File: config.mk
export PLATFORM = sky130hd
export DESIGN_NAME = servo_pwm_avmm_flat
export DESIGN_NICKNAME = d
export VERILOG_FILES = /design/src/rtl/servo_pwm_avmm_if.sv /design/src/rtl/servo_pwm_avmm.sv /design/src/flat_wrapper.sv
export SDC_FILE = /design/constraint.sdc
export NUM_CORES = 1
export LEC_CHECK = 0
export CAP_MARGIN = 5
export CORE_UTILIZATION = 50
export CTS_BUF_LIST = sky130_fd_sc_hd__clkbuf_8
export DETAILED_ROUTE_END_ITERATION = 6
export PLACE_DENSITY = 0.76
export RECOVER_POWER = 50
export SYNTH_ARGS = -nofsm -noshare
export SYNTH_HDL_FRONTEND = slang
export SYNTH_SLANG_ARGS = --single-unit
File: constraint.sdc
create_clock -name clk -period 3.75 [get_ports clk]
set_clock_uncertainty 0.15 [all_clocks]
set_input_delay 0.75 -clock clk [delete_from_list [all_inputs] [get_ports clk]]
set_output_delay 0.75 -clock clk [all_outputs]
set_load 0.005 [all_outputs]
File: src/rtl/servo_pwm_avmm_if.sv
// Avalon-MM slave bus bundle for the servo PWM peripheral.
// The bus master drives address, strobes and write data; the slave returns read data.
interface servo_pwm_avmm_if;
    logic [1:0]  avs_address;
    logic        avs_write;
    logic [31:0] avs_writedata;
    logic        avs_read;
    logic [31:0] avs_readdata;

    modport master (
        output avs_address,
        output avs_write,
        output avs_writedata,
        output avs_read,
        input  avs_readdata
    );

    modport slave (
        input  avs_address,
        input  avs_write,
        input  avs_writedata,
        input  avs_read,
        output avs_readdata
    );
endinterface

File: src/rtl/servo_pwm_avmm.sv
// Servo PWM generator with an Avalon-MM register file. Pulse width writes are clamped
// to the servo-safe range and take effect only at a frame boundary.
module servo_pwm_avmm #(
    parameter int PERIOD_CYCLES = 1000000,
    parameter int MIN_PULSE     = 50000,
    parameter int MAX_PULSE     = 100000,
    parameter int CNT_W         = 20
) (
    input  logic              clk,
    input  logic              reset_n,
    servo_pwm_avmm_if.slave   avs,
    output logic              pwm_out,
    output logic              frame_start
);

    localparam logic [CNT_W-1:0] LAST_CNT = CNT_W'(PERIOD_CYCLES - 1);
    localparam logic [CNT_W-1:0] MIN_P    = CNT_W'(MIN_PULSE);
    localparam logic [CNT_W-1:0] MAX_P    = CNT_W'(MAX_PULSE);
    localparam logic [CNT_W-1:0] MID_P    = CNT_W'((MIN_PULSE + MAX_PULSE) / 2);

    // Comparing the full 32-bit word makes any nonzero upper bit count as above MAX.
    function automatic logic out_of_range(input logic [31:0] v);
        return (v < 32'(MIN_PULSE)) || (v > 32'(MAX_PULSE));
    endfunction

    function automatic logic [CNT_W-1:0] clamp_pulse(input logic [31:0] v);
        logic [CNT_W-1:0] r;
        if (v < 32'(MIN_PULSE)) begin
            r = MIN_P;
        end else if (v > 32'(MAX_PULSE)) begin
            r = MAX_P;
        end else begin
            r = v[CNT_W-1:0];
        end
        return r;
    endfunction

    logic [CNT_W-1:0] cnt_q, cnt_d;
    logic             ctrl_en_q, ctrl_en_d;
    logic             act_en_q, act_en_d;
    logic [CNT_W-1:0] shadow_q, shadow_d;
    logic [CNT_W-1:0] act_pulse_q, act_pulse_d;
    logic             pending_q, pending_d;
    logic             clamped_q, clamped_d;
    logic             pwm_out_q, pwm_out_d;
    logic             frame_start_q, frame_start_d;
    logic [31:0]      readdata_q, readdata_d;

    logic boundary_s;
    logic wr_ctrl_s;
    logic wr_pulse_s;
    logic wr_status_s;

    // Next-state logic for the frame counter, register file and PWM output.
    always_comb begin
        boundary_s  = (cnt_q == LAST_CNT);
        wr_ctrl_s   = avs.avs_write && (avs.avs_address == 2'd0);
        wr_pulse_s  = avs.avs_write && (avs.avs_address == 2'd1);
        wr_status_s = avs.avs_write && (avs.avs_address == 2'd3);

        if (boundary_s) begin
            cnt_d = {CNT_W{1'b0}};
        end else begin
            cnt_d = cnt_q + CNT_W'(1);
        end

        if (wr_ctrl_s) begin
            ctrl_en_d = avs.avs_writedata[0];
        end else begin
            ctrl_en_d = ctrl_en_q;
        end

        if (wr_pulse_s) begin
            shadow_d = clamp_pulse(avs.avs_writedata);
        end else begin
            shadow_d = shadow_q;
        end

        if (wr_pulse_s && out_of_range(avs.avs_writedata)) begin
            clamped_d = 1'b1;
        end else if (wr_status_s && avs.avs_writedata[1]) begin
            clamped_d = 1'b0;
        end else begin
            clamped_d = clamped_q;
        end

        // A write landing on the boundary cycle keeps pending set for the next frame.
        if (wr_pulse_s) begin
            pending_d = 1'b1;
        end else if (boundary_s) begin
            pending_d = 1'b0;
        end else begin
            pending_d = pending_q;
        end

        if (boundary_s) begin
            act_en_d = ctrl_en_q;
        end else begin
            act_en_d = act_en_q;
        end

        if (boundary_s && pending_q) begin
            act_pulse_d = shadow_q;
        end else begin
            act_pulse_d = act_pulse_q;
        end

        pwm_out_d     = act_en_d && (cnt_d < act_pulse_d);
        frame_start_d = boundary_s;

        if (avs.avs_read) begin
            case (avs.avs_address)
                2'd0:    readdata_d = {31'd0, ctrl_en_q};
                2'd1:    readdata_d = {{(32-CNT_W){1'b0}}, shadow_q};
                2'd2:    readdata_d = 32'(PERIOD_CYCLES);
                2'd3:    readdata_d = {29'd0, act_en_q, clamped_q, pending_q};
                default: readdata_d = 32'd0;
            endcase
        end else begin
            readdata_d = 32'd0;
        end
    end

    // State registers; reset forces the output low and restarts a disabled frame.
    always_ff @(posedge clk or negedge reset_n) begin
        if (!reset_n) begin
            cnt_q         <= {CNT_W{1'b0}};
            ctrl_en_q     <= 1'b0;
            act_en_q      <= 1'b0;
            shadow_q      <= MID_P;
            act_pulse_q   <= MID_P;
            pending_q     <= 1'b0;
            clamped_q     <= 1'b0;
            pwm_out_q     <= 1'b0;
            frame_start_q <= 1'b0;
            readdata_q    <= 32'd0;
        end else begin
            cnt_q         <= cnt_d;
            ctrl_en_q     <= ctrl_en_d;
            act_en_q      <= act_en_d;
            shadow_q      <= shadow_d;
            act_pulse_q   <= act_pulse_d;
            pending_q     <= pending_d;
            clamped_q     <= clamped_d;
            pwm_out_q     <= pwm_out_d;
            frame_start_q <= frame_start_d;
            readdata_q    <= readdata_d;
        end
    end

    assign pwm_out          = pwm_out_q;
    assign frame_start      = frame_start_q;
    assign avs.avs_readdata = readdata_q;

endmodule
File: src/flat_wrapper.sv
// flat-port wrapper written by rule: the top's interface ports become plain ports
module servo_pwm_avmm_flat 
#(
    parameter int PERIOD_CYCLES = 1000000,
    parameter int MIN_PULSE     = 50000,
    parameter int MAX_PULSE     = 100000,
    parameter int CNT_W         = 20
)
  (clk, reset_n, pwm_out, frame_start, avs_avs_address, avs_avs_write, avs_avs_writedata, avs_avs_read, avs_avs_readdata);
  servo_pwm_avmm_if avs_i ();
  input  logic clk;
  input  logic reset_n;
  output logic pwm_out;
  output logic frame_start;
  input wire logic [$bits(avs_i.avs_address)-1:0] avs_avs_address;
  input wire logic [$bits(avs_i.avs_write)-1:0] avs_avs_write;
  input wire logic [$bits(avs_i.avs_writedata)-1:0] avs_avs_writedata;
  input wire logic [$bits(avs_i.avs_read)-1:0] avs_avs_read;
  output wire logic [$bits(avs_i.avs_readdata)-1:0] avs_avs_readdata;
  assign avs_i.avs_address = avs_avs_address;
  assign avs_i.avs_write = avs_avs_write;
  assign avs_i.avs_writedata = avs_avs_writedata;
  assign avs_i.avs_read = avs_avs_read;
  assign avs_avs_readdata = avs_i.avs_readdata;
  servo_pwm_avmm #(.PERIOD_CYCLES(PERIOD_CYCLES), .MIN_PULSE(MIN_PULSE), .MAX_PULSE(MAX_PULSE), .CNT_W(CNT_W)) u_core (.clk(clk), .reset_n(reset_n), .avs(avs_i), .pwm_out(pwm_out), .frame_start(frame_start));
endmodule
# Word level (Yosys, flattened, before mapping)

Cells that the tools add are included.

Register bits after elaboration: 98
Memory bits (read-only): 0
Memories: 0
Bits in writable memories: 0
Bits in latches: 0
Output and inout port bits: 34

$add $sub $neg: 1
Reductions and logical operators: 11
Bitwise logic cells: 0
Divide/modulo/power cells: 0
$mul: 0
$lt $le $gt $ge: 3
Shifts and indexed selects: 0
Eq/ne operators: 4
Multiplexer cells: 11

Operator list:

| cell                  | count |
|---|---|
| $pmux 32 s4           | 1 |
| $mux 20               | 4 |
| $gt 32x17->1 const B  | 1 |
| $lt 32x16->1 const B  | 1 |
| $mux 32               | 1 |
| $add 20x1->20 const B | 1 |
| $eq 20x20->1 const B  | 1 |
| $lt 20x20->1          | 1 |
| $logic_and 1x1->1     | 7 |
| $mux 1                | 5 |
| $eq 2x2->1 const B    | 2 |
| $reduce_bool 2->1     | 2 |
| $eq 2x1->1 const B    | 1 |
| $logic_not 2->1       | 1 |
| $logic_or 1x1->1      | 1 |

# Depth between registers and ports, before layout

Word-level depth: 5
Depth in mapped cells: 13

# Worst setup path after synthesis

No wires, ideal clock.

Path kind: register to register
Start: reg u_core.cnt_q[15]
End: reg u_core.pwm_out_q (netlist: u_core.pwm_out)
Data arrival time: 2.655 ns
Period minus slack after synthesis: 2.934 ns
Required time: 3.471 ns
Path slack: 0.816 ns
Cell stages (with the launch flop): 13
Buffers on the path: 1
Setup time: 0.129 ns
Cells stage by stage: dfrtp_1 and4bb_1 nand4_1 nor3_4 nand2_1 buf_2 mux2i_1 ha_1 nand4_1 nor4_1 nand4_1 a31oi_1 a211oi_1

Word-level cells in the longest chain between the ends: 5
Elaborated cells between the ends (all ways): 8
Classes of those cells: 1 x add/sub; 1 x order compare; 1 x eq/ne; 3 x mux; 2 x reduce/logical

RTL lines:

| what                                                                  | line                  | source |
|---|---|---|
| start, declared                                                       | servo_pwm_avmm.sv:38  | `logic [CNT_W-1:0] cnt_q, cnt_d;` |
| start signal, assigned                                                | servo_pwm_avmm.sv:127 | `cnt_q <= {CNT_W{1'b0}};` |
| start signal, assigned                                                | servo_pwm_avmm.sv:138 | `cnt_q <= cnt_d;` |
| parallel branches: the longest is 4 deep, another holds $add 20x1->20 | --                    |  |
| $logic_and 1x1->1 *                                                   | servo_pwm_avmm.sv:108 | `pwm_out_d = act_en_d && (cnt_d < act_pulse_d);` |
| named net u_core.pwm_out_d                                            | servo_pwm_avmm.sv:45  | `logic pwm_out_q, pwm_out_d;` |
| end signal, assigned                                                  | servo_pwm_avmm.sv:145 | `pwm_out_q <= pwm_out_d;` |
| end, declared                                                         | servo_pwm_avmm.sv:45  |  |

Mark *: on every way through the listed nets, which the timed path passes.
A chain may end at the register's enable or synchronous reset.

# Final worst setup path

Start: reg u_core.cnt_q[0]
End: reg u_core.pwm_out_q (netlist: u_core.pwm_out)

Elaborated cells between the ends (all ways): 8
Classes of those cells: 1 x add/sub; 1 x order compare; 1 x eq/ne; 3 x mux; 2 x reduce/logical

RTL lines:

| what                                                 | line                                       | source |
|---|---|---|
| $add 20x1->20 / $eq 20x20->1 (equally long branches) | servo_pwm_avmm.sv:64, servo_pwm_avmm.sv:56 |  |
| $mux 20 *                                            | servo_pwm_avmm.sv:61                       | `if (boundary_s) begin` |
| named net u_core.cnt_d[16]                           | servo_pwm_avmm.sv:38                       |  |
| $lt 20x20->1 *                                       | servo_pwm_avmm.sv:108                      |  |
| $logic_and 1x1->1 *                                  | servo_pwm_avmm.sv:108                      |  |
| named net u_core.pwm_out_d                           | servo_pwm_avmm.sv:45                       |  |

Mark *: on every way through the listed nets, which the timed path passes. The rest lies on a longest branch.

==> metrics.csv <==
stage,metric,value,unit
setup_path,Worst Path Max Fanout,6,
place,Inst Count DP,532,
cells_and_area,number of nets in the layout,499,
drt,detail-routed via count per cell,5.50,
setup_path,WP data arrival,3.52,ns
setup_path,slowest CP cell,nor4_1,
drt,Vias,3014,
cts,maximum clock path buffer count,2,
synth,post-synthesis async set-or-reset flop share,100,%
synth,Mapped Cells,378,
grt,number of global-route vias before repair,3033,
cts,# Post-CTS Setup Buffers,0,
drt,final WL,9040,um
setup_path,Critical Path Stages,11,
synth,synth unique cells,45,
sta,RSZ-0062 raised after global routing,no,
place,number of port buffers,59,
cts,worst skew pair latency,0.36,ns
setup_path,CP top delay family,simple AND/OR/NAND/NOR gates,
sta,relative max-transition margin,-36.3,%
setup_path,r2r worst-path depth,11,
setup_path,WP data required,3.83,ns
synth,Yosys top cell by area,dfrtp_1,
grt,grt total ovfl,0,
sta,max-slew violations,87,
place,DP HPWL,6750,um
synth,Synth top cells by count,"70 x dfrtp_1, 37 x nand2_1, 26 x nor2_1, 22 x inv_1, 21 x mux2i_1",
outcome,status,"finished, violations left",
setup_path,Buf/Inv on CP,0,
power,P per Cell Area,369,mW/mm^2
drt,drt drc,0,
job,Max Cap Viol,1,
power,sw power,425,uW
setup_path,kind of critical path,reg2reg,
outcome,violated checks,"max-capacitance violations, max-slew violations",
floorplanning,die height,92.4,um
setup_path,cell breakdown of the critical path,"ha_1, nand3_2, or3_1, or3_1, a21oi_1, ha_1, nand4_1, nor4_1, nand4_1, a31oi_1, a211oi_1",
floorplanning,Core ar.,0.00781,mm^2
sta,Fin Setup TNS,0,ns
sta,post-layout min period,3.44,ns
synth,most common cell in the synthesized netlist,dfrtp_1,
power,Sw Ratio,23.2,%
power,Sequential Power Share,53.6,%
floorplanning,die width,92.4,um
floorplanning,IO Count,72,
synth,Synth Warn #,0,
cts,Num Clock Sinks,86,
sta,period utilisation layout,91.8,%
synth,top-area cell type share of the netlist area,42.9,%
sta,max frequency,291,MHz
floorplanning,Die ar.,0.00854,mm^2
sta,Worst Tran Pin Value,2.04,ns
cells_and_area,layout overhead on the synthesized area,21.1,%
cts,TritonCTS clock tree,yes,
setup_path,CP endpoint kind,flop,
synth,Seq cells post-synth,86,
floorplanning,initial core utilization,52.3,%
grt,largest net degree at the start of global routing,87,
floorplanning,row cnt,32,
hold_path,WHS Path Cells,2,
power,Max IR drop VDD,0.298,mV
drt,Initial DRC Count,141,
power,clock network power share,39.4,%
cts,H-tree depth,3,
place,routability cong.,0.879,
power,Int Pwr,1400,uW
synth,sequential area share after synthesis,53.2,%
drt,Initial DRT Pass Iterations,4,
synth,main area contributors after synthesis,"dfrtp_1 43%, dfstp_2 10%, ha_1 6.1%",
cts,Clock transition at path regs,0.09,ns
cts,# hold bufs at CTS,0,
grt,first-pass GRT wire length,15000,um
cells_and_area,layout cells sized above 1,11.7,%
setup_path,crit path launch type,flop,
cells_and_area,Antenna Diode Count,0,
drt,WL per Instance,16.5,um
sta,# setup viols final,0,
grt,gr usage total,23.2,%
cts,# resized after CTS,0,
hold_path,hold crit path type,reg2reg,
cts,root buf cell,clkbuf_8,
synth,Post-Syn Area,0.00409,mm^2
synth,"EDFF count, synth",0,
setup_path,"Largest stage delay, worst path",0.50,ns
power,leakage,0.00249,uW
cts,CTS Buf Count,9,
drt,antenna-violating nets left,0,
power,Logic pwr share,7.0,%
synth,Avg Inst Size Synth,10.8,um^2
sta,Final Hold Vio Count,0,
grt,antenna violations before repair,0,
synth,dominant synthesized flop cell,dfrtp_1,
cells_and_area,Layout Cells excl Fill,548,
cell type report:
type	instances	area (um^2)
inverter	23	86.3
clock buffer	9	124
multi-input combinational	258	1730
clock inverter	7	96.3
fill	644	2860
tap	102	128
timing repair buffer	63	616
sequential	86	2170
placed cells by master (no fill, tap or decap), types with 6 or more instances in the layout:
master / netlist / final
a21boi_0: 7 / 7
a21oi_1: 15 / 15
a22o_2: 7 / 7
and2_1: 6 / 6
and3_1: 15 / 15
clkbuf_8: 0 / 9
clkdlybuf4s50_1: 0 / 58
conb_1: 1 / 12
dfrtp_1: 70 / 70
dfstp_2: 16 / 16
ha_1: 20 / 20
inv_1: 22 / 23
mux2i_1: 21 / 21
nand2_1: 37 / 37
nand3_1: 7 / 7
nand4_1: 10 / 10
nor2_1: 26 / 26
o21ai_0: 15 / 15
xnor2_1: 7 / 7
xor2_1: 8 / 8
flip-flops by register name, indices dropped and copies added (netlist names):
signal                   flops
u_core.ctrl_en_q             1
u_core.act_en_q              1
u_core.pwm_out               1
u_core.avs.avs_readdata     20
u_core.shadow_q             20
u_core.pending_q             1
u_core.frame_start           1
u_core.cnt_q                20
u_core.clamped_q             1
u_core.act_pulse_q          20
metrics by stage:
stage	hold WS (ns)	area (um^2)	util [%]	total power (uW)	worst slack (ns)
after CTS	0.329	4950	63.4	1840	0.348
after detailed placement	0.316	4730	60.6	1130	0.355
final	0.332	4950	63.4	1830	0.309
after floorplan	0.289	4130	-	1040	0.816
after global placement	0.313	4730	60.6	1120	0.565
after global routing	0.349	4950	63.4	1900	0.0248
power by group through the flow:
stage                     registers (uW)  clock network (uW)  logic [uW]
final                                979                 720         129
after global routing                 982                 777         143
after CTS                            979                 730         130
after detailed placement             997                   0         129
after global placement               997                   0         128
after floorplan                      989                   0        49.9
worst min-delay path: cells and delay by family, from the launching register on:
kind | cells | cell delay (ns)
and+or+nand+nor | 2 | 0.09
DFF | 1 | 0.40
layer usage:
layer | part of all wire, % | GRT usage (%)
met1 | 44 | 30.5
met2 | 48 | 37.0
met3 | 4.3 | 4.35
met4 | 3.1 | 11.1
met5 | 0 | 0
logic make-up (layout without fill, tap and decap cells):
group	Yosys count	after routing	share of synthesized area [%]
and+or+nand+nor	125	125	15.7
xor gates and xnor gates	15	15	3.22
AOI/OAI and AO/OA	61	61	9.83
DFF	86	86	53.2
adders and majority gates	20	20	6.13
other	1	12	0.0918
muxes	25	25	6.34
buffers and inverters	45	102	5.57
worst paths after layout:
check / slack (ns) / to / from
max in group asynchronous: 1.41 / u_core.pending_q$_DFFE_PN0P_ / reset_n
worst max register to register: 0.31 / u_core.pwm_out$_DFF_PN0_ / u_core.cnt_q[0]$_DFF_PN0_
worst min-delay path: 0.33 / u_core.shadow_q[10]$_DFFE_PN1P_ / u_core.shadow_q[10]$_DFFE_PN1P_
min in group asynchronous: 0.80 / u_core.avs.avs_readdata[10]$_DFF_PN0_ / reset_n
worst max-delay path: 0.31 / u_core.pwm_out$_DFF_PN0_ / u_core.cnt_q[0]$_DFF_PN0_
worst min register to register: 0.33 / u_core.shadow_q[10]$_DFFE_PN1P_ / u_core.shadow_q[10]$_DFFE_PN1P_
Note: power is estimated with default switching activity, not from simulation.
